==> src/rtl/serial_sub4_if.sv <==
// Operand/result bundle for the bit-serial 4-bit subtractor.
// The master drives the operands and start; the slave (the subtractor)
// returns status and the registered result.
interface serial_sub4_if;
   logic       start;
   logic [3:0] ain;
   logic [3:0] bin;
   logic       busy;
   logic       done;
   logic [3:0] diff;
   logic       bout;

   modport master (
      output start, ain, bin,
      input  busy, done, diff, bout
   );

   modport slave (
      input  start, ain, bin,
      output busy, done, diff, bout
   );
endinterface

==> src/rtl/serial_sub4.sv <==
// Bit-serial 4-bit unsigned subtractor (ain - bin mod 16).
// A start in IDLE or DONE captures the operands; four CALC cycles then
// ripple the borrow LSB first. The last CALC edge loads diff/bout and
// enters DONE, so done rises exactly four edges after acceptance.
// diff/bout hold their value until the next completion or reset.
module serial_sub4 (
   input  logic         clk,
   input  logic         rst_n,
   serial_sub4_if.slave bus
);

   typedef enum logic [1:0] {
      ST_IDLE = 2'd0,
      ST_CALC = 2'd1,
      ST_DONE = 2'd2
   } state_t;

   state_t     state_q;
   logic [3:0] a_q;
   logic [3:0] b_q;
   logic [3:0] res_q;
   logic [3:0] diff_q;
   logic [1:0] idx_q;
   logic       br_q;
   logic       bout_q;
   logic       busy_q;
   logic       done_q;

   logic       bit_d;
   logic       br_d;
   logic [3:0] res_d;

   // Full-subtractor cell for the current LSB and the shifted partial result.
   always_comb begin
      bit_d = a_q[0] ^ b_q[0] ^ br_q;
      br_d  = (~a_q[0] & b_q[0]) | (~(a_q[0] ^ b_q[0]) & br_q);
      res_d = {bit_d, res_q[3:1]};
   end

   // Control FSM and datapath registers; busy/done are registered copies of the state.
   always_ff @(posedge clk or negedge rst_n) begin
      if (!rst_n) begin
         state_q <= ST_IDLE;
         a_q     <= 4'h0;
         b_q     <= 4'h0;
         res_q   <= 4'h0;
         diff_q  <= 4'h0;
         idx_q   <= 2'd0;
         br_q    <= 1'b0;
         bout_q  <= 1'b0;
         busy_q  <= 1'b0;
         done_q  <= 1'b0;
      end else begin
         case (state_q)
            ST_IDLE, ST_DONE: begin
               if (bus.start) begin
                  a_q     <= bus.ain;
                  b_q     <= bus.bin;
                  res_q   <= 4'h0;
                  br_q    <= 1'b0;
                  idx_q   <= 2'd0;
                  state_q <= ST_CALC;
                  busy_q  <= 1'b1;
                  done_q  <= 1'b0;
               end else begin
                  state_q <= ST_IDLE;
                  busy_q  <= 1'b0;
                  done_q  <= 1'b0;
               end
            end
            ST_CALC: begin
               // start is deliberately not looked at here: requests in flight are dropped
               a_q   <= {1'b0, a_q[3:1]};
               b_q   <= {1'b0, b_q[3:1]};
               br_q  <= br_d;
               res_q <= res_d;
               idx_q <= idx_q + 2'd1;
               if (idx_q == 2'd3) begin
                  diff_q  <= res_d;
                  bout_q  <= br_d;
                  state_q <= ST_DONE;
                  busy_q  <= 1'b0;
                  done_q  <= 1'b1;
               end else begin
                  state_q <= ST_CALC;
                  busy_q  <= 1'b1;
                  done_q  <= 1'b0;
               end
            end
            default: begin
               state_q <= ST_IDLE;
               busy_q  <= 1'b0;
               done_q  <= 1'b0;
            end
         endcase
      end
   end

   assign bus.busy = busy_q;
   assign bus.done = done_q;
   assign bus.diff = diff_q;
   assign bus.bout = bout_q;

endmodule

==> src/flat_wrapper.sv <==
// flat-port wrapper written by rule: the top's interface ports become plain ports
module serial_sub4_flat 
  (clk, rst_n, bus_start, bus_ain, bus_bin, bus_busy, bus_done, bus_diff, bus_bout);
  serial_sub4_if bus_i ();
  input  logic clk;
  input  logic rst_n;
  input wire logic [$bits(bus_i.start)-1:0] bus_start;
  input wire logic [$bits(bus_i.ain)-1:0] bus_ain;
  input wire logic [$bits(bus_i.bin)-1:0] bus_bin;
  output wire logic [$bits(bus_i.busy)-1:0] bus_busy;
  output wire logic [$bits(bus_i.done)-1:0] bus_done;
  output wire logic [$bits(bus_i.diff)-1:0] bus_diff;
  output wire logic [$bits(bus_i.bout)-1:0] bus_bout;
  assign bus_i.start = bus_start;
  assign bus_i.ain = bus_ain;
  assign bus_i.bin = bus_bin;
  assign bus_busy = bus_i.busy;
  assign bus_done = bus_i.done;
  assign bus_diff = bus_i.diff;
  assign bus_bout = bus_i.bout;
  serial_sub4 u_core (.clk(clk), .rst_n(rst_n), .bus(bus_i));
endmodule
==> config.mk <==
export PLATFORM = sky130hd
export DESIGN_NAME = serial_sub4_flat
export DESIGN_NICKNAME = d
export VERILOG_FILES = /design/src/rtl/serial_sub4_if.sv /design/src/rtl/serial_sub4.sv /design/src/flat_wrapper.sv
export SDC_FILE = /design/constraint.sdc
export NUM_CORES = 1
export LEC_CHECK = 0
export CORE_UTILIZATION = 40
export DETAILED_ROUTE_END_ITERATION = 16
export MAX_ROUTING_LAYER = met4
export PLACE_DENSITY = 0.7
export SYNTH_ARGS = -nofsm -noshare
export SYNTH_HDL_FRONTEND = slang
export SYNTH_SLANG_ARGS = --single-unit
==> constraint.sdc <==
create_clock -name clk -period 2.1 [get_ports clk]
set_input_delay 0.42 -clock clk [delete_from_list [all_inputs] [get_ports clk]]
set_output_delay 0.42 -clock clk [all_outputs]
set_load 0.01 [all_outputs]
==> flow_summary.yaml <==
pwr:
  power_w: 0.00171
  intPower_w: 0.00112
  power-per-cell-area_nw_per_um2: 1370
  switching_share: 0.346
  power.share.clock: 0.114
  p_seq_frac: 0.411
  p_sw_w: 0.000591
  power.share.combinational: 0.475
  vdd_drop_max_v: 0.000768
  power_leakage_nw: 0.552
synthesis:
  syn_area_per_cell_um2: 12.5
  synth_area_leaders: "dfrtp_1, mux2i_1, mux2_2"
  synth-edff-count: 0
  ys_ff_latch: 21
  seq_area_frac_synth: 0.512
  synth.most_common_cell: "dfrtp_1"
  synth_common_cells: "dfrtp_1, mux2i_1, inv_1, mux2_2"
  synthArstFlopShare: 1.00
  synth_nets: 95
  yosys_warnings: 0
  yosysUniqueCellTypes: 24
  synthCells: 82
  synth_ff_type: "dfrtp_1"
  netlist_area_um2: 1030
  synthDominantCellAreaShare: 0.512
  yosys.area.top_type: "dfrtp_1"
timing:
  post-route-min-period_ns: 1.62
  fmax_mhz: 617
  final-setup-viol-count: 0
  tightest_slew_ns: 0.458
  finalHoldViolations: 0
  whs_ns: 0.445
  finalCritPeriodShare: 0.772
  relSlewSlack: 0.694
  grt_setup_unrepaired: "no"
  setup_tns_ns: 0
  slew_viol_final: 0
  fin_skew_ns: 0.00468
floorplan:
  die_h_um: 52.7
  rows: 17
  core_area_um2: 2320
  io_pins: 18
  start_util: 0.443
  dieArea_um2: 2770
  die_w_um: 52.7
final_layout:
  layout.nets: 116
  multi_input_area_um2: 439
  num_antenna_cells: 0
  post-route-util: 0.535
  drive_gt1_frac: 0.167
  fillers: 224
  syn_to_final_growth_pct: 20.8
  seqCellArea_um2: 526
setup_path:
  rr_endpoint: "u_core.res_q[3]"
  worstReg2RegStart: "u_core.b_q[0]"
  worst_ep_required_time_ns: 1.68
  crit_path_end_kind: "primary output"
  reg2reg_depth: 4
  arrival_ns: 1.20
  crit_family: "buffers and inverters"
  slowest_delay_ns: 0.53
  critical_path.cell_chain: "clkdlybuf4s50_1"
  reg2reg_slack_ns: 0.63
  cp_slowest_cell: "clkdlybuf4s50_1"
  start_kind: "register"
  critPathMaxFanout: 2
  critPathKind: "reg2out"
  cp_num_buf_inv: 1
placement:
  hpwlAfterDp_um: 1230
  io_buffers: 17
  gp_congestion: 0.704
route:
  dr.first_iter.drc_count: 13
  routed_via_density: 5.08
  route.detailed.drc: 0
  ant_nets: 0
  drtPass1Iterations: 2
  wl_per_cell_um: 12.9
  routed_wl_um: 1680
  vias: 661
worst_hold_path:
  hold_path.class: "in2async"
grt:
  grt_pass1_vias: 664
  antenna_found_initial: 0
  gr-total-overflow: 0
  grt_pass1_wl_um: 2930
  grt_usage: 0.153
  grt_max_degree: 22
clock_network:
  cts_buffers: 3
  cts_root_buf: "clkbuf_4"
  cts_tree: "built"
  path_clk_slew_ns: 0.12
  cts_buffer_depth: 2
  ctsHoldBuffers: 0
  cts_resized: 0
  postCtsSetupRepairBufs: 0
  htreeDepth: 1
  clock_latency_ns: 0.30
  cts.sinks: 21
outcome:
  status: "finished, final reports clean"
job:
  cap_violations: 0
## cells by family after synthesis
logic type	after synthesis	synth area share
AO/OA/AOI/OAI	21	0.143
adder cells (fa/ha/maj)	2	0.0317
buffers and inverters	10	0.0609
flip-flops	21	0.512
multiplexers	15	0.163
AND/OR/NAND/NOR	13	0.0901
## worst max path at each step
stage / start / endpoint / slack (ns) / cells past startpoint
after floorplan: u_core.br_q / u_core.res_q[3] / 0.70 / 4
after global placement: bus_start / u_core.a_q[1] / 0.36 / 4
after detailed placement: bus_start / u_core.a_q[2] / 0.28 / 4
after CTS: u_core.state_q[0] / bus_busy / 0.46 / 1
after global routing: u_core.bus.bout / bus_bout / 0.43 / 1
final: u_core.state_q[1] / bus_done / 0.48 / 1
## area by class of cell
type                       instances  area share
sequential                        21       0.423
multi-input combinational         51       0.354
timing repair buffer              20       0.155
tap                               28      0.0282
clock buffer                       4      0.0212
inverter                           6      0.0181
## flip-flops by register name (all words and copies together), names as in the netlist
signal           flops
u_core.a_q           4
u_core.b_q           4
u_core.br_q          1
u_core.bus.bout      1
u_core.bus.diff      4
u_core.idx_q         2
u_core.res_q         3
u_core.state_q       2
## worst reg2reg max path, delay by kind of cell (launching register included)
kind | cells | cell delay, ns
AOI/OAI and AO/OA | 1 | 0.17
buffers and inverters | 1 | 0.09
muxes | 1 | 0.27
adders and majority gates | 1 | 0.43
DFF | 1 | 0.41
## stage by stage
stage	setup WS, ns	instance area (µm²)	std cells
floorplan	0.700	1030	82
detailed placement	0.283	1210	126
CTS	0.456	1240	130
global route	0.427	1240	130
finish	0.480	1240	130
global placement	0.358	1210	126
## cells in the final DEF (no fill, tap or decap)
master	instances
dfrtp_1	21
clkdlybuf4s50_1	17
mux2i_1	7
inv_1	6
mux2_2	6
o21ai_0	5
a22o_1	5
nand3_1	4
nor2b_1	4
a211oi_1	4
a21oi_1	4
clkbuf_4	3
buf_4	3
mux2_4	2
nand2b_4	1
nand2b_1	1
nand3b_4	1
nor2_1	1
o221ai_1	1
o22ai_2	1
a31oi_1	1
nand2_1	1
fa_1	1
ha_1	1
clkbuf_1	1
## power groups by stage
stage	registers [W]	logic, W	clock network, W
finish	0.000701	0.000811	0.000195
global route	0.000724	0.000909	0.000215
CTS	0.000703	0.000826	0.000201
detailed placement	0.000713	0.000823	0
global placement	0.000709	0.000806	0
floorplan	0.000728	0.000576	0
## layer usage
metal / routed length, µm / track usage / up-vias
met4: 17 / 0.0921 / 0
met5: 0 / - / -
met3: 51 / 0.0174 / 2
met2: 779 / 0.234 / 12
met1: 833 / 0.194 / 303
li1: - / - / 344
No activity file was read; power rests on OpenSTA's default activity.
